File: config.mk
export PLATFORM = sky130hd
export DESIGN_NAME = cache_req_arbiter_flat
export DESIGN_NICKNAME = d
export VERILOG_FILES = /design/src/rtl/cache_arb_pkg.sv /design/src/rtl/cache_req_arbiter_if.sv /design/src/rtl/cache_req_arbiter_rr_arb2.sv /design/src/rtl/cache_req_arbiter.sv /design/src/flat_wrapper.sv
export SDC_FILE = /design/constraint.sdc
export NUM_CORES = 1
export LEC_CHECK = 0
export ABC_CLOCK_PERIOD_IN_PS = 2800
export BUFFER_PORTS_ARGS = -buffer_cell sky130_fd_sc_hd__buf_4
export CAP_MARGIN = 40
export CORE_ASPECT_RATIO = 0.9
export CORE_MARGIN = 2
export CORE_UTILIZATION = 50
export DETAILED_ROUTE_END_ITERATION = 10
export PLACE_DENSITY = 0.89
export SETUP_SLACK_MARGIN = 0.2
export SLEW_MARGIN = 15
export SYNTH_ARGS = -nofsm -noshare
export SYNTH_HDL_FRONTEND = slang
export SYNTH_HIERARCHICAL = 1
export SYNTH_SLANG_ARGS = --single-unit
File: constraint.sdc
create_clock -name clk -period 2.8 [get_ports clk]
set_input_delay 0 -clock clk [delete_from_list [all_inputs] [get_ports clk]]
set_output_delay 0 -clock clk [all_outputs]
set_load 0.1 [all_outputs]
File: src/rtl/cache_arb_pkg.sv
// Shared types for the cache request arbiter.
//   - arb_state_e : arbiter FSM states
//   - req_id_e    : requester identity (fetch / load-store)
//   - arb_req_t   : request captured at grant time and held for the whole transaction
package cache_arb_pkg;

    localparam int unsigned ADR_W  = 32;
    localparam int unsigned MEM_DW = 32;

    typedef enum logic [1:0] {
        IDLE,
        ISSUE,
        WAIT,
        RESP
    } arb_state_e;

    typedef enum logic {
        REQ_IF = 1'b0,
        REQ_LS = 1'b1
    } req_id_e;

    typedef struct packed {
        req_id_e             owner;
        logic                we;
        logic [ADR_W-1:0]    adr;
        logic [MEM_DW-1:0]   wdata;
        logic [3:0]          strobe;
    } arb_req_t;

    // The cache only handles word accesses.
    function automatic logic is_misaligned(input logic [ADR_W-1:0] adr);
        return adr[1:0] != 2'b00;
    endfunction

endpackage

File: src/rtl/cache_req_arbiter_if.sv
// Bus bundle around the cache request arbiter.
//   if_*  : instruction-fetch request/response (read-only)
//   ls_*  : load/store request/response (read/write)
//   mem_* : single-transaction interface to the shared cache
// Modports:
//   slave  : the arbiter's view
//   master : the surrounding core + cache (the environment)
interface cache_req_arbiter_if #(
    parameter int unsigned XLEN = 32
);

    logic            if_req_valid;
    logic            if_req_ready;
    logic [31:0]     if_adr;
    logic            if_rsp_valid;
    logic [XLEN-1:0] if_rsp_data;
    logic            if_rsp_err;

    logic            ls_req_valid;
    logic            ls_req_ready;
    logic            ls_we;
    logic [31:0]     ls_adr;
    logic [XLEN-1:0] ls_wdata;
    logic [3:0]      ls_strobe;
    logic            ls_rsp_valid;
    logic [XLEN-1:0] ls_rsp_data;
    logic            ls_rsp_err;

    logic            mem_r_v;
    logic            mem_w_v;
    logic [31:0]     mem_adr;
    logic [31:0]     mem_data;
    logic [3:0]      mem_strobe;
    logic [XLEN-1:0] mem_resp;
    logic            mem_resp_valid;

    modport slave (
        input  if_req_valid, if_adr,
        output if_req_ready, if_rsp_valid, if_rsp_data, if_rsp_err,
        input  ls_req_valid, ls_we, ls_adr, ls_wdata, ls_strobe,
        output ls_req_ready, ls_rsp_valid, ls_rsp_data, ls_rsp_err,
        output mem_r_v, mem_w_v, mem_adr, mem_data, mem_strobe,
        input  mem_resp, mem_resp_valid
    );

    modport master (
        output if_req_valid, if_adr,
        input  if_req_ready, if_rsp_valid, if_rsp_data, if_rsp_err,
        output ls_req_valid, ls_we, ls_adr, ls_wdata, ls_strobe,
        input  ls_req_ready, ls_rsp_valid, ls_rsp_data, ls_rsp_err,
        input  mem_r_v, mem_w_v, mem_adr, mem_data, mem_strobe,
        output mem_resp, mem_resp_valid
    );

endinterface

File: src/rtl/cache_req_arbiter_rr_arb2.sv
// Two-way round-robin arbiter.
//   clk, rst_n : clock, synchronous active-low reset
//   req[1:0]   : request lines
//   advance    : a grant was taken this cycle; move the pointer
//   gnt[1:0]   : one-hot grant (zero when no request)
// ptr_q names the requester that wins when both request. After a taken grant
// the pointer moves to the requester that was not granted.
module rr_arb2 #(
    parameter bit PTR_INIT = 1'b1
) (
    input  logic       clk,
    input  logic       rst_n,
    input  logic [1:0] req,
    input  logic       advance,
    output logic [1:0] gnt
);

    logic ptr_q;

    always_comb begin
        gnt = req;
        if (req == 2'b11) begin
            gnt = ptr_q ? 2'b10 : 2'b01;
        end
    end

    always_ff @(posedge clk) begin
        if (!rst_n) begin
            ptr_q <= PTR_INIT;
        end else if (advance && (gnt != 2'b00)) begin
            ptr_q <= gnt[0];
        end
    end

endmodule

File: src/rtl/cache_req_arbiter.sv
// Shares one cache between the fetch port and the load/store port.
//   clk, rst_n : clock (rising edge), synchronous active-low reset
//   bus        : fetch / load-store request+response and cache bus (slave modport)
// One transaction at a time: grant in IDLE, one-cycle cache strobe in ISSUE,
// wait for read data (with timeout) in WAIT, one-cycle response pulse in RESP.
// Misaligned requests skip the cache and respond with an error.
module cache_req_arbiter
    import cache_arb_pkg::*;
#(
    parameter int unsigned XLEN     = 32,
    parameter int unsigned TIMEOUT  = 8,
    parameter bit          LS_FIRST = 1'b1
) (
    input logic                clk,
    input logic                rst_n,
    cache_req_arbiter_if.slave bus
);

    localparam int unsigned     CNT_W    = $clog2(TIMEOUT) + 1;
    localparam logic [CNT_W-1:0] CNT_LAST = CNT_W'(TIMEOUT - 1);
    localparam logic [CNT_W-1:0] CNT_MAX  = '1;

    arb_state_e      state_q, state_d;
    arb_req_t        req_q, req_d;
    logic            err_q, err_d;
    logic [XLEN-1:0] data_q, data_d;
    logic [CNT_W-1:0] cnt_q, cnt_d;
    logic            mem_r_v_q, mem_r_v_d;
    logic            mem_w_v_q, mem_w_v_d;
    // Per-port copies so rsp_data holds its last value between pulses.
    logic [XLEN-1:0] if_data_q, if_data_d;
    logic [XLEN-1:0] ls_data_q, ls_data_d;

    logic [1:0] arb_req;
    logic [1:0] arb_gnt;
    logic       arb_advance;

    // Requests are only offered in IDLE, so a grant only ever happens there.
    assign arb_req     = {bus.ls_req_valid, bus.if_req_valid}
                       & {2{(state_q == IDLE) && rst_n}};
    assign arb_advance = (state_q == IDLE) && (arb_gnt != 2'b00);

    rr_arb2 #(
        .PTR_INIT (LS_FIRST)
    ) u_rr_arb2 (
        .clk     (clk),
        .rst_n   (rst_n),
        .req     (arb_req),
        .advance (arb_advance),
        .gnt     (arb_gnt)
    );

    // State register
    always_ff @(posedge clk) begin
        if (!rst_n) begin
            state_q   <= IDLE;
            req_q     <= '0;
            err_q     <= 1'b0;
            data_q    <= '0;
            cnt_q     <= '0;
            mem_r_v_q <= 1'b0;
            mem_w_v_q <= 1'b0;
            if_data_q <= '0;
            ls_data_q <= '0;
        end else begin
            state_q   <= state_d;
            req_q     <= req_d;
            err_q     <= err_d;
            data_q    <= data_d;
            cnt_q     <= cnt_d;
            mem_r_v_q <= mem_r_v_d;
            mem_w_v_q <= mem_w_v_d;
            if_data_q <= if_data_d;
            ls_data_q <= ls_data_d;
        end
    end

    // Next-state and datapath
    always_comb begin
        state_d   = state_q;
        req_d     = req_q;
        err_d     = err_q;
        data_d    = data_q;
        cnt_d     = cnt_q;
        mem_r_v_d = 1'b0;
        mem_w_v_d = 1'b0;
        if_data_d = if_data_q;
        ls_data_d = ls_data_q;

        unique case (state_q)
            IDLE: begin
                if (arb_gnt != 2'b00) begin
                    if (arb_gnt[1]) begin
                        req_d.owner  = REQ_LS;
                        req_d.we     = bus.ls_we;
                        req_d.adr    = bus.ls_adr;
                        req_d.wdata  = bus.ls_wdata[MEM_DW-1:0];
                        req_d.strobe = bus.ls_strobe;
                    end else begin
                        req_d.owner  = REQ_IF;
                        req_d.we     = 1'b0;
                        req_d.adr    = bus.if_adr;
                        req_d.wdata  = '0;
                        req_d.strobe = '0;
                    end
                    data_d = '0;
                    if (is_misaligned(req_d.adr)) begin
                        err_d   = 1'b1;
                        state_d = RESP;
                    end else begin
                        err_d     = 1'b0;
                        state_d   = ISSUE;
                        mem_r_v_d = !req_d.we;
                        mem_w_v_d = req_d.we;
                    end
                end
            end
            ISSUE: begin
                if (req_q.we) begin
                    err_d   = 1'b0;
                    state_d = RESP;
                end else begin
                    cnt_d   = '0;
                    state_d = WAIT;
                end
            end
            WAIT: begin
                // A response arriving on the timeout cycle still wins.
                if (bus.mem_resp_valid) begin
                    data_d  = bus.mem_resp;
                    err_d   = 1'b0;
                    state_d = RESP;
                end else if (cnt_q == CNT_LAST) begin
                    data_d  = '0;
                    err_d   = 1'b1;
                    state_d = RESP;
                end else if (cnt_q != CNT_MAX) begin
                    cnt_d = cnt_q + 1'b1;
                end
            end
            RESP: begin
                if (req_q.owner == REQ_IF) begin
                    if_data_d = data_q;
                end else begin
                    ls_data_d = data_q;
                end
                state_d = IDLE;
            end
            default: state_d = IDLE;
        endcase
    end

    // Outputs
    always_comb begin
        logic if_rsp;
        logic ls_rsp;
        if_rsp = (state_q == RESP) && (req_q.owner == REQ_IF);
        ls_rsp = (state_q == RESP) && (req_q.owner == REQ_LS);

        bus.if_req_ready = arb_gnt[0];
        bus.ls_req_ready = arb_gnt[1];

        bus.mem_r_v    = mem_r_v_q;
        bus.mem_w_v    = mem_w_v_q;
        bus.mem_adr    = req_q.adr;
        bus.mem_data   = req_q.wdata;
        bus.mem_strobe = req_q.strobe;

        bus.if_rsp_valid = if_rsp;
        bus.if_rsp_err   = if_rsp && err_q;
        bus.if_rsp_data  = if_rsp ? data_q : if_data_q;

        bus.ls_rsp_valid = ls_rsp;
        bus.ls_rsp_err   = ls_rsp && err_q;
        bus.ls_rsp_data  = ls_rsp ? data_q : ls_data_q;
    end

endmodule

File: src/flat_wrapper.sv
// flat-port wrapper written by rule: the top's interface ports become plain ports
module cache_req_arbiter_flat import cache_arb_pkg::*;
#(
    parameter int unsigned XLEN     = 32,
    parameter int unsigned TIMEOUT  = 8,
    parameter bit          LS_FIRST = 1'b1
)
  (clk, rst_n, bus_if_req_valid, bus_if_adr, bus_if_req_ready, bus_if_rsp_valid, bus_if_rsp_data, bus_if_rsp_err, bus_ls_req_valid, bus_ls_we, bus_ls_adr, bus_ls_wdata, bus_ls_strobe, bus_ls_req_ready, bus_ls_rsp_valid, bus_ls_rsp_data, bus_ls_rsp_err, bus_mem_r_v, bus_mem_w_v, bus_mem_adr, bus_mem_data, bus_mem_strobe, bus_mem_resp, bus_mem_resp_valid);
  cache_req_arbiter_if #(.XLEN(XLEN)) bus_i ();
  input logic clk;
  input logic rst_n;
  input wire logic [$bits(bus_i.if_req_valid)-1:0] bus_if_req_valid;
  input wire logic [$bits(bus_i.if_adr)-1:0] bus_if_adr;
  output wire logic [$bits(bus_i.if_req_ready)-1:0] bus_if_req_ready;
  output wire logic [$bits(bus_i.if_rsp_valid)-1:0] bus_if_rsp_valid;
  output wire logic [$bits(bus_i.if_rsp_data)-1:0] bus_if_rsp_data;
  output wire logic [$bits(bus_i.if_rsp_err)-1:0] bus_if_rsp_err;
  input wire logic [$bits(bus_i.ls_req_valid)-1:0] bus_ls_req_valid;
  input wire logic [$bits(bus_i.ls_we)-1:0] bus_ls_we;
  input wire logic [$bits(bus_i.ls_adr)-1:0] bus_ls_adr;
  input wire logic [$bits(bus_i.ls_wdata)-1:0] bus_ls_wdata;
  input wire logic [$bits(bus_i.ls_strobe)-1:0] bus_ls_strobe;
  output wire logic [$bits(bus_i.ls_req_ready)-1:0] bus_ls_req_ready;
  output wire logic [$bits(bus_i.ls_rsp_valid)-1:0] bus_ls_rsp_valid;
  output wire logic [$bits(bus_i.ls_rsp_data)-1:0] bus_ls_rsp_data;
  output wire logic [$bits(bus_i.ls_rsp_err)-1:0] bus_ls_rsp_err;
  output wire logic [$bits(bus_i.mem_r_v)-1:0] bus_mem_r_v;
  output wire logic [$bits(bus_i.mem_w_v)-1:0] bus_mem_w_v;
  output wire logic [$bits(bus_i.mem_adr)-1:0] bus_mem_adr;
  output wire logic [$bits(bus_i.mem_data)-1:0] bus_mem_data;
  output wire logic [$bits(bus_i.mem_strobe)-1:0] bus_mem_strobe;
  input wire logic [$bits(bus_i.mem_resp)-1:0] bus_mem_resp;
  input wire logic [$bits(bus_i.mem_resp_valid)-1:0] bus_mem_resp_valid;
  assign bus_i.if_req_valid = bus_if_req_valid;
  assign bus_i.if_adr = bus_if_adr;
  assign bus_if_req_ready = bus_i.if_req_ready;
  assign bus_if_rsp_valid = bus_i.if_rsp_valid;
  assign bus_if_rsp_data = bus_i.if_rsp_data;
  assign bus_if_rsp_err = bus_i.if_rsp_err;
  assign bus_i.ls_req_valid = bus_ls_req_valid;
  assign bus_i.ls_we = bus_ls_we;
  assign bus_i.ls_adr = bus_ls_adr;
  assign bus_i.ls_wdata = bus_ls_wdata;
  assign bus_i.ls_strobe = bus_ls_strobe;
  assign bus_ls_req_ready = bus_i.ls_req_ready;
  assign bus_ls_rsp_valid = bus_i.ls_rsp_valid;
  assign bus_ls_rsp_data = bus_i.ls_rsp_data;
  assign bus_ls_rsp_err = bus_i.ls_rsp_err;
  assign bus_mem_r_v = bus_i.mem_r_v;
  assign bus_mem_w_v = bus_i.mem_w_v;
  assign bus_mem_adr = bus_i.mem_adr;
  assign bus_mem_data = bus_i.mem_data;
  assign bus_mem_strobe = bus_i.mem_strobe;
  assign bus_i.mem_resp = bus_mem_resp;
  assign bus_i.mem_resp_valid = bus_mem_resp_valid;
  cache_req_arbiter #(.XLEN(XLEN), .TIMEOUT(TIMEOUT), .LS_FIRST(LS_FIRST)) u_core (.clk(clk), .rst_n(rst_n), .bus(bus_i));
endmodule
# Word level (Yosys, flattened, before mapping)
# Cells that the tools add are included.
# op_classes
add_sub_neg,1
n_eq_ne,13
muxes,28
bitwise_logic,5
reduce_logical,22
# ops
cell,n
$mux W70,3
$mux W32,5
$pmux W32 S2,1
$mux W4,4
$mux W2,6
$ne A2 B2 Y1 const B,4
$pmux W2 S4,1
$pmux W4 S2,1
$reduce_and A2 Y1,4
$reduce_bool A2 Y1,4
$logic_and A1 B1 Y1,7
$eq A2 B2 Y1 const B,3
$mux W1,6
$reduce_and A5 Y1,1
$add A4 B1 Y4 const B,1
$eq A4 B3 Y1 const B,1
$ne A2 B1 Y1 const B,2
$ne A4 B4 Y1 const B,1
$not A1 Y1,4
$reduce_and A4 Y1,1
$reduce_or A4 Y1,1
$ne A3 B2 Y1 const B,1
$pmux W1 S3,1
$reduce_and A3 Y1,1
other kinds (5),5
# word_totals
ff_bits,176
output_inout_bits,140
elab_cells,83

# Depth between registers and ports, before layout
# Gate-level depths: netlist of the first run.
# depth
word_depth,12
mapped_depth,12

# Modules after synthesis
# Netlist of the first run, hierarchy kept.
# modules_own_cells
module,n_inst,cells_each,area_per_inst_um2,seq_area_each_um2
cache_req_arbiter,1,881,7577.3,3503.4
rr_arb2,1,7,58.8,20.0

# Worst setup path before layout of the first run
# OpenSTA, ideal clock, no wires.
# synth_path
path_type,flip-flop to flip-flop
startpoint,reg u_core.state_q[0]
endpoint,reg u_core.u_rr_arb2.ptr_q
arrival_time_ns,4.772
t_required_ns,2.686
slack_ns,-2.087
path_stages_with_launch,13
n_path_buf,4
synth_period_minus_slack_ns,4.887
cell_sequence,dfxtp_1 -> inv_1 -> ha_1 -> buf_2 -> clkbuf_1 -> and3_1 -> a21boi_0 -> o21ai_2 -> inv_1 -> buf_2 -> buf_2 -> and3_1 -> o21ai_2
# synth_between
elab_chain_cells,8
# synth_lines
item,line_no,rtl
from (decl),cache_req_arbiter.sv:23,"arb_state_e state_q, state_d;"
from (signal assigned),cache_req_arbiter.sv:66,state_q <= state_d;
$logic_not A2 Y1 (*),cache_req_arbiter.sv:40,& {2{(state_q == IDLE) && rst_n}};
$logic_and A1 B1 Y1 (*),cache_req_arbiter.sv:40,
$and A2 B2 Y2 (*),cache_req_arbiter.sv:40,
via u_core.arb_req[1],cache_req_arbiter.sv:34,logic [1:0] arb_req;
$eq A2 B2 Y1,cache_req_arbiter_rr_arb2.sv:22,if (req == 2'b11) begin
$mux W2 (*),cache_req_arbiter_rr_arb2.sv:22,
via bus_ls_req_ready,flat_wrapper.sv:23,output wire logic [$bits(bus_i.ls_req_ready)-1:0] bus_ls_req_ready;
$reduce_bool A2 Y1 (*),cache_req_arbiter.sv:41,assign arb_advance = (state_q == IDLE) && (arb_gnt != 2'b00);
$logic_and A1 B1 Y1 (*),cache_req_arbiter.sv:41,
via u_core.arb_advance,cache_req_arbiter.sv:36,logic arb_advance;
$logic_and A1 B1 Y1 (*),cache_req_arbiter_rr_arb2.sv:30,end else if (advance && (gnt != 2'b00)) begin
to (signal assigned),cache_req_arbiter_rr_arb2.sv:31,ptr_q <= gnt[0];
to (decl),cache_req_arbiter_rr_arb2.sv:18,logic ptr_q;
# The timed path passes the listed nets; every way through them passes the cells marked *.
# A chain may end at the register's enable or synchronous reset.

# Worst setup path in the final report of the first run
# layout_path
startpoint,reg u_core.state_q[1]
endpoint,reg u_core.req_q (netlist bit u_core/bus.mem_adr[29])
# layout_between
elab_chain_cells,8
elab_cells_between_ends,10
# layout_lines
item,line_no,rtl
$logic_not A2 Y1 (*),cache_req_arbiter.sv:40,
$logic_and A1 B1 Y1 (*),cache_req_arbiter.sv:40,
$and A2 B2 Y2 (*),cache_req_arbiter.sv:40,
via u_core.arb_req[1],cache_req_arbiter.sv:34,
$eq A2 B2 Y1,cache_req_arbiter_rr_arb2.sv:22,
$mux W2 (*),cache_req_arbiter_rr_arb2.sv:22,
$mux W70,cache_req_arbiter.sv:93,if (arb_gnt[1]) begin
$mux W70,cache_req_arbiter.sv:92,if (arb_gnt != 2'b00) begin
$mux W70,cache_req_arbiter.sv:90,unique case (state_q)
to (signal assigned),cache_req_arbiter.sv:67,req_q <= req_d;
to (decl),cache_req_arbiter.sv:24,"arb_req_t req_q, req_d;"
# The timed path passes the listed nets; every way through them passes the cells marked *. The select of a mux whose other input is x is not followed.

==> impl_metrics.ini, run 1 <==
[yosys]
synth_cells = 888
synth_cell_type_count = 40
ys_seq_elements = 176
yosys_warnings = 6
avgSynthCellArea_um2 = 8.60
synthXorXnorAreaFrac_pct = 0
synth_edf_count = 0
synthArstFlopShare_pct = 0
synthMuxAreaShare_pct = 9.31
synth_ff_type = dfxtp_1
synth_compound_area_share_pct = 10.4
syn_area_um2 = 7640
synth_top_family_by_area = simple AND/OR/NAND/NOR gates
synth_nets = 1034
yosysSeqAreaShare_pct = 46.1
synth-adder-area-share_pct = 1.31
synth_simple_gate_area_share_pct = 21.9

[hold_path]
hold_path_class = in2reg
whs_endpoint = u_core/u_rr_arb2/ptr_q$_SDFFE_PN1P_
worstHoldStart = bus_if_req_valid
min_path_cells = 4

[cts]
clock_path_buffers = 2
root_buffer = clkbuf_16
clkLatencyLatePin_ns = 0.43
cts_buffers = 17
cts_sinks = 176
cts_max_level = 4
clk_pin_slew_worst_paths_ns = 0.07
ctsResizeCount = 0
cts_tree = yes

[setup_path]
crit_cells = 10
path_cells = inv_1, ha_1, and3_4, a21boi_4, buf_12, o21ai_4, clkinv_1, buf_12, nor2_1, a211oi_1
path_class = reg2reg
critPathBufInv = 4
cp_common_cell = buf_12
arrival_ns = 2.76
cp-end-kind = register
required_ns = 3.10
r2r_start = u_core/state_q[1]$_SDFFE_PN0P_
worstPathMaxFanout = 66
critPathSlowestCell = dfxtp_2
r2r_end = u_core/bus.mem_adr[29]$_SDFFE_PN0P_
r2r_setup_slack_ns = 0.34
reg2reg_depth = 10
cp-start-kind = register
critPathLaunch = u_core/state_q[1]$_SDFFE_PN0P_
critPathMaxStageDelay_ns = 0.36
cpLargestDelayFamily = buffers and inverters

[layout]
drive_gt1_share_pct = 30.7
postLayoutCellArea_um2 = 11300
fillers = 931
post-route-util_pct = 76.5
nets = 1347
syn_to_final_growth_pct = 48.5

[timing]
setup_violations = 0
rsz0062_at_grt = no
fmax_ghz = 0.406
final.period_utilization_pct = 87.9
setup_ws_ns = 0.338
fin_crit_ns = 2.46
fin_tns_setup_ns = 0
max_slew_margin_pct = 44.6
worst_slew_pin_slew_ns = 0.830
hold_viol_final = 0
skew_ns = 0.0135
slew_viol_final = 0

[placement]
numPortBuffers = 277
dp_worst_setup_slack_ns = 0.437
placed_cell_area_um2 = 9340
gp_congestion = 0.825
dpl.hpwl_um = 13400

[floorplanning]
core_area_um2 = 14800
io_pins = 278
fp.dieH_um = 121
fp-row-count = 42
fp.dieW_um = 134
start_util_pct = 51.5
die-area_um2 = 16300

[grt]
grt_max_degree = 77
grt_overflow = 0
grt_usage_pct = 29.1
grt_pass1_vias = 7794
grt_pass1_wl_um = 37700
antenna_found_initial = 3

[pwr]
power.density_nw_per_um2 = 806
p_sw_w = 0.00410
seq_power_share_pct = 32.4
power_frac_clock_pct = 25.9
p_int_w = 0.00504
p_leak_nw = 5.04
combPwrFrac_pct = 41.7
peakVddDrop_mv = 0.544
switching_share_pct = 44.9

[route]
drc = 0
drt_pass1_iterations = 5
wl_um = 24200
vias = 7451
drtIter0Drc = 528
vias_per_cell = 5.27
ant_nets = 0
drt-wirelength-per-cell_um = 17.1

[flow_run]
drv_cap = 0

[status]
status = complete, no violations
## final cells by class
class	instances	area (µm²)	area share, %
diodes	3	7.51	0.0662
clock buffers	17	425	3.75
clock inverters	15	166	1.47
inverters	11	41.3	0.364
multi-input cells	568	3320	29.2
flip-flops and latches	176	3530	31.1
well taps	198	248	2.18
repair buffers	427	3610	31.8
## worst max-delay path by stage
stage	end	slack, ns
after CTS	bus_ls_req_ready	0.27
after global routing	u_core/bus.mem_adr[29]$_SDFFE_PN0P_	0.24
after global placement	u_core/data_q[7]$_SDFFE_PN0P_	0.53
final	u_core/bus.mem_adr[29]$_SDFFE_PN0P_	0.34
after floorplan	u_core/u_rr_arb2/ptr_q$_SDFFE_PN1P_	0.21
after detailed placement	u_core/bus.mem_r_v$_SDFF_PP0_	0.44
## per-layer routing
layer | global-route usage (%) | wire, µm
met3 | 7.35 | 1660
met5 | 0 | 0
met1 | 31.5 | 9000
met2 | 51.5 | 12500
met4 | 17.2 | 1090
## synthesized netlist by cell type, types with 2 or more instances
library cell  number  area share (%)
nand2b_1           3            0.25
inv_1             10            0.49
o21ai_2            2            0.23
a211oi_1          32             3.1
or3_1              2            0.16
a22oi_2            2            0.33
buf_1              6            0.29
nand4_1            2            0.16
clkbuf_4           2            0.20
o21ai_1           30             2.0
and3_1             4            0.33
nand2_1          173             8.5
buf_2             23             1.5
nor2_1            41             2.0
ha_1               8             1.3
a21oi_1           46             3.0
dfxtp_1          176              46
mux2_2            32             4.7
and2_1            64             5.2
o21ai_0            6            0.39
a21boi_0           2            0.20
buf_4             69             6.8
mux2i_1           35             4.6
clkbuf_1          33             1.6
nand3_1           70             4.6
## cell usage in the layout (no fill, tap or decap), types with 32 or more instances in the layout
cell / n
a21oi_1: 46
dlygate4sd3_1: 135
a211oi_1: 32
mux2_2: 32
nand2_1: 173
nor2_1: 41
and2_1: 64
buf_4: 287
dfxtp_1: 174
nand3_1: 70
mux2i_1: 35
## logic make-up after synthesis
| group | count (synthesis) |
|---|---|
| multiplexers | 67 |
| flip-flops | 176 |
| buffers and inverters | 144 |
| AND/OR/NAND/NOR | 364 |
| adder cells (fa/ha/maj) | 8 |
| AO/OA/AOI/OAI | 129 |
## state kept, by name, summed over array words and instances (netlist names), 2 cells and up
name	flops
u_core/bus.mem_adr	32
u_core/bus.mem_data	32
u_core/bus.mem_strobe	4
u_core/cnt_q	4
u_core/data_q	32
u_core/if_data_q	32
u_core/ls_data_q	32
u_core/req_q	2
u_core/state_q	2
## stage by stage
| stage | instances | total power [W] | hold slack, ns |
|---|---|---|---|
| after global placement | 1242 | 0.00646 | 0.205 |
| after detailed placement | 1242 | 0.00652 | 0.209 |
| final | 1415 | 0.00914 | 0.103 |
| after CTS | 1409 | 0.00902 | 0.0548 |
| after floorplan | 888 | 0.00606 | 0.0592 |
| after global routing | 1415 | 0.00947 | 0.0866 |
## power groups by stage
stage               sequential [W]  clock (W)  combinational, W
finish                     0.00296    0.00237           0.00381
floorplan                  0.00295          0           0.00311
global placement           0.00298          0           0.00348
detailed placement         0.00299          0           0.00352
global route               0.00299    0.00251           0.00397
CTS                        0.00294    0.00240           0.00368
## repair_timing
action,CTS,global route
buffers inserted,0,2
hold buffers,135,0
endpoints found under the hold margin,105,0
endpoints found under the setup margin,0,2
## tightest hold or removal path: stages
cell and delay (ns):
buf_4 0.08, and3_4 0.21, a21oi_1 0.09, o21ai_2 0.11
(Power assumes the default switching activity.)
==> inputs of run 2 (changes only) <==
- CORE_ASPECT_RATIO: 0.9 -> unset
- CORE_UTILIZATION: 50 -> 49
- PLACE_DENSITY: 0.89 -> 0.88
- SYNTH_HIERARCHICAL: 1 -> unset
==> impl_metrics.ini, run 2 <==
[floorplanning]
fp-row-count = 44
core_area_um2 = 14600
fp.dieW_um = 126
die-area_um2 = 15900
io_pins = 278
start_util_pct = 50.2
fp.dieH_um = 126

[cts]
clock_path_buffers = 2
clk_pin_slew_worst_paths_ns = 0.06
cts_tree = yes
post_cts_buffers = 0
cts_buffers = 17
cts_sinks = 176
clkLatencyLatePin_ns = 0.43
cts_max_level = 4
root_buffer = clkbuf_16

[yosys]
yosysMostFrequentCell = dfxtp_1
synth_top_area_cell = dfxtp_1
avgSynthCellArea_um2 = 9.19
synth_cell_type_count = 42
synth_nets = 942
yosysSeqAreaShare_pct = 48.1
yosysTopAreaCellShare_pct = 48.1
synth_edf_count = 0
synth_top_cells_by_count = 176 x dfxtp_1, 147 x nand2_1, 74 x buf_4
synth_ff_type = dfxtp_1
synth_cells = 797
ys_seq_elements = 176
synthArstFlopShare_pct = 0
yosys_warnings = 0
syn_area_um2 = 7320
synth_area_leaders = dfxtp_1 48%, buf_4 7.6%, nand2_1 7.5%, and2_1 5.6%, mux2_2 4.9%

[setup_path]
arrival_ns = 2.85
r2r_setup_slack_ns = 0.31
critPathSlowestCell = dlygate4sd3_1
critPathBufInv = 3
worstPathMaxFanout = 15
reg2reg_depth = 8
cpLargestDelayFamily = buffers and inverters
r2r_end = u_core.bus.mem_r_v$_SDFF_PP0_
path_class = reg2reg
cp-end-kind = register
critPathMaxStageDelay_ns = 0.60
cp-start-kind = register
r2r_start = u_core.state_q[1]$_SDFFE_PN0P_
path_cells = inv_1, ha_1, and2_4, nand3_4, inv_2, or3_1, a221oi_2, dlygate4sd3_1
required_ns = 3.16

[hold_path]
whs_endpoint = u_core.err_q$_SDFFE_PN0P_
min_path_cells = 3
worstHoldStart = bus_if_adr[1]
hold_path_class = in2reg

[timing]
rsz0062_at_grt = no
fin_tns_setup_ns = 0
worst_slew_pin_slew_ns = 0.672
fin_crit_ns = 2.49
final.period_utilization_pct = 88.8
slew_viol_final = 0
max_slew_margin_pct = 55.2
holdWs_ns = 0.0386
fmax_ghz = 0.402
setup_violations = 0
skew_ns = 0.00842
hold_viol_final = 0
setup_ws_ns = 0.312

[route]
drc = 0
ant_nets = 0
drt_pass1_iterations = 5
vias = 6968
wl_um = 23200
vias_per_cell = 5.29
drtIter0Drc = 393
drt-wirelength-per-cell_um = 17.6

[grt]
grt_pass1_vias = 7261
grt_max_degree = 71
antenna_found_initial = 0
grt_usage_pct = 29.0
grt_overflow = 0
grt_pass1_wl_um = 36900

[placement]
dp_worst_setup_slack_ns = 0.675
placed_cell_area_um2 = 8980
numPortBuffers = 277
dpl.hpwl_um = 12700
gp_congestion = 0.777

[layout]
final_cell_mix = 284 x buf_4, 175 x dfxtp_1, 147 x nand2_1, 139 x dlygate4sd3_1, 65 x and2_1
fillers = 914
syn_to_final_growth_pct = 49.2
antenna_cells = 0
drive_gt1_share_pct = 31.9
postLayoutCellArea_um2 = 10900
nets = 1265
final_common_cell = buf_4

[pwr]
p_leak_nw = 5.18
p_sw_w = 0.00403
switching_share_pct = 44.7
combPwrFrac_pct = 42.2
power_frac_clock_pct = 24.2
power.density_nw_per_um2 = 825
p_int_w = 0.00499
peakVddDrop_mv = 0.615
seq_power_share_pct = 33.6

[flow_run]
drv_cap = 0

[status]
status = complete, no violations
## run 2: cell types whose count changed in the layout (fill, tap and decap cells not counted), sizes merged, moves of 8 or more
| cell | change |
|---|---|
| a21oi | -44 |
| a22o | +36 |
| nor2 | -36 |
| a211oi | -32 |
| o21ai | +29 |
| nand2 | -26 |
| inv | -8 |
## run 2: worst max path at each step
stage	endpoint	slack, ns	startpoint	cells after the start
after floorplan	u_core.if_data_q[0]$_SDFFE_PN0P_	0.37	u_core.state_q[0]$_SDFFE_PN0P_	8
after global placement	u_core.data_q[3]$_SDFFE_PN0P_	0.82	u_core.state_q[0]$_SDFFE_PN0P_	7
after detailed placement	u_core.data_q[16]$_SDFFE_PN0P_	0.67	u_core.state_q[0]$_SDFFE_PN0P_	6
after CTS	u_core.bus.mem_adr[4]$_SDFFE_PN0P_	0.23	u_core.state_q[0]$_SDFFE_PN0P_	8
after global routing	u_core.bus.mem_r_v$_SDFF_PP0_	0.23	u_core.state_q[1]$_SDFFE_PN0P_	8
final	u_core.bus.mem_r_v$_SDFF_PP0_	0.31	u_core.state_q[1]$_SDFFE_PN0P_	8
## run 2: stage by stage
stage	util (%)	instances	power, W
after floorplan	-	797	0.00609
after global placement	61.4	1145	0.00648
after detailed placement	61.5	1146	0.00654
after CTS	74.8	1317	0.00892
after global routing	74.9	1317	0.00933
final	74.9	1317	0.00902
## run 2: power groups by stage
| stage | Combinational, W | Sequential (W) | Clock, W |
|---|---|---|---|
| 2_1_floorplan | 0.00309 | 0.00300 | 0 |
| 3_3_place_gp | 0.00345 | 0.00303 | 0 |
| 3_5_place_dp | 0.00350 | 0.00304 | 0 |
| 4_1_cts | 0.00372 | 0.00299 | 0.00221 |
| 5_1_grt | 0.00395 | 0.00306 | 0.00232 |
| 6_report | 0.00381 | 0.00303 | 0.00218 |
## run 2: per-layer routing
metal	routed length, µm	GRT usage [%]
met1	8580	32.0
met2	11600	50.4
met3	1840	7.73
met4	1150	16.5
met5	0	0
## run 2: cells by family (layout without fill, tap and decap cells)
group / after synthesis / after routing / synth area share (%)
AO/OA/AOI/OAI: 126 / 126 / 11.7
adder cells (fa/ha/maj): 7 / 7 / 1.20
buffers and inverters: 131 / 467 / 10.9
flip-flops: 176 / 176 / 48.1
multiplexers: 60 / 60 / 8.75
AND/OR/NAND/NOR: 297 / 297 / 19.4
## run 2: worst min-delay path, cell delays in order
cell and delay, ns:
buf_4 0.11, o311a_1 0.17, o211a_1 0.15
## run 2: repair_timing
action	CTS	global route
resized for setup	0	6
hold buffers	139	0
hold endpoints to repair	105	0
setup endpoints to repair	0	32
## run 2: cell type report
cell class	count	area [µm²]	share of cell area [%]
Tap cell	184	230	2.11
Sequential cell	176	3520	32.2
Inverter	9	33.8	0.309
Timing Repair Buffer	426	3580	32.7
Clock inverter	11	82.6	0.755
Multi-Input combinational cell	490	3020	27.7
Clock buffer	21	460	4.21
==> inputs of run 3 (changes only) <==
- CORE_UTILIZATION: 49 -> 45
- PLACE_DENSITY: 0.88 -> 0.82
==> impl_metrics.ini, run 3 (same netlist as run 2, synthesis figures left out) <==
[timing]
holdWs_ns = 0.0228
rsz0062_at_grt = no
skew_ns = 0.00918
setup_violations = 0
slew_viol_final = 0
fmax_ghz = 0.417
final.period_utilization_pct = 85.7
fin_crit_ns = 2.40
hold_viol_final = 0
worst_slew_pin_slew_ns = 0.742
fin_tns_setup_ns = 0
max_slew_margin_pct = 50.6

[cts]
post_cts_buffers = 0
cts_max_level = 4
cts_sinks = 176
root_buffer = clkbuf_16
cts_buffers = 17
cts_tree = yes
clkLatencyLatePin_ns = 0.42
clock_path_buffers = 2
clk_pin_slew_worst_paths_ns = 0.07

[hold_path]
hold_path_class = in2reg
min_path_cells = 4

[layout]
final_cell_mix = 285 x buf_4, 176 x dfxtp_1, 147 x nand2_1, 136 x dlygate4sd3_1, 65 x and2_1
ff_latch_area_um2 = 3520
fin_cells = 1346
drive_gt1_share_pct = 31.9
nets = 1262
multi_input_area_um2 = 3030
fillers = 1143
syn_to_final_growth_pct = 49.9
final_common_cell = buf_4
antenna_cells = 0

[pwr]
power.density_nw_per_um2 = 838
switching_share_pct = 43.3
p_leak_nw = 5.19
combPwrFrac_pct = 41.1
p_int_w = 0.00522
p_sw_w = 0.00399
peakVddDrop_mv = 0.682
power_frac_clock_pct = 26.1
seq_power_share_pct = 32.7
power.total_w = 0.00920

[route]
drt-wirelength-per-cell_um = 16.6
ant_nets = 0
wl_um = 22300
drt_pass1_iterations = 5
drtIter0Drc = 296
vias_per_cell = 5.11
vias = 6875
drc = 0

[placement]
numPortBuffers = 277
gp_congestion = 0.743
dpl.hpwl_um = 12600
place_inst = 1178

[grt]
grt_pass1_wl_um = 35300
busiest_layer = met2
grt_pass1_vias = 6938
grt_usage_pct = 25.4
grt_max_degree = 79
use_met3_pct = 5.98
grt_overflow = 0
antenna_found_initial = 0
use_met2_pct = 44.9
use_met1_pct = 28.1

[floorplanning]
fp-row-count = 46
die-area_um2 = 17300
core_area_um2 = 15900
fp.dieH_um = 132
fp.dieW_um = 132
start_util_pct = 46.1
io_pins = 278

[setup_path]
cp-end-kind = register
reg2reg_depth = 8
cp-start-kind = register
path_class = reg2reg
arrival_ns = 2.66
worstPathMaxFanout = 33
required_ns = 3.06

[status]
status = complete, no violations

[flow_run]
drv_cap = 0
run 3: cell count changes in the layout (fill, tap and decap cells not counted), sizes merged:
cell,previous run,this run
dlygate4sd3,139,136
inv,11,12
clkinvlp,5,1
clkinv,4,5
clkbuf,21,20
bufinv,0,3
run 3: metal layers:
| metal | share of wire, % | wire (µm) | vias up |
|---|---|---|---|
| met5 | 0 | 0 | - |
| met4 | 4.7 | 1040 | 0 |
| met3 | 5.9 | 1310 | 82 |
| met2 | 51 | 11300 | 298 |
| met1 | 39 | 8650 | 3229 |
| li1 | - | - | 3266 |
run 3: worst paths after layout:
check                                      start                                  end  slack (ns)
setup / recovery  u_core.state_q[0]$_SDFFE_PN0P_  u_core.bus.mem_adr[18]$_SDFFE_PN0P_        0.40
hold / removal                  bus_if_req_valid  u_core.u_rr_arb2.ptr_q$_SDFFE_PN1P_        0.02
setup reg to reg  u_core.state_q[0]$_SDFFE_PN0P_  u_core.bus.mem_adr[18]$_SDFFE_PN0P_        0.40
hold reg to reg    u_core.req_q[69]$_SDFFE_PN0P_        u_core.req_q[69]$_SDFFE_PN0P_        0.45
run 3: what timing repair did:
action	CTS	global route
endpoints found under the setup margin	0	27
resized for setup	0	5
endpoints found under the hold margin	104	0
hold buffers	136	0
run 3: worst max-delay path: stages (launching register included):
cell,delay (ns)
dfxtp_1,0.40
inv_1,0.10
ha_2,0.24
and2_4,0.17
nand3_4,0.09
buf_8,0.29
mux2i_1,0.25
dlygate4sd3_1,0.58
o21ai_0,0.11
run 3: power by group through the flow:
stage               Clock, W  Combinational, W  Sequential (W)
finish               0.00241           0.00378         0.00301
global route         0.00255           0.00394         0.00304
CTS                  0.00244           0.00373         0.00299
detailed placement         0           0.00353         0.00304
global placement           0           0.00349         0.00304
floorplan                  0           0.00309         0.00300
run 3: stage by stage:
step / worst slack [ns] / util (%) / area (µm²)
finish: 0.400 / 69.1 / 11000
global route: 0.275 / 69.1 / 11000
CTS: 0.251 / 69.0 / 11000
detailed placement: 0.741 / 56.7 / 9010
global placement: 0.872 / 56.7 / 9010
floorplan: 0.374 / - / 7330
run 3: cell type report:
class                   count  share of cell area, %
clock buffers              20                   3.98
clock inverters            12                   1.42
inverters                   9                  0.308
multi-input cells         490                   27.5
flip-flops and latches    176                   32.1
well taps                 216                   2.46
repair buffers            423                   32.2
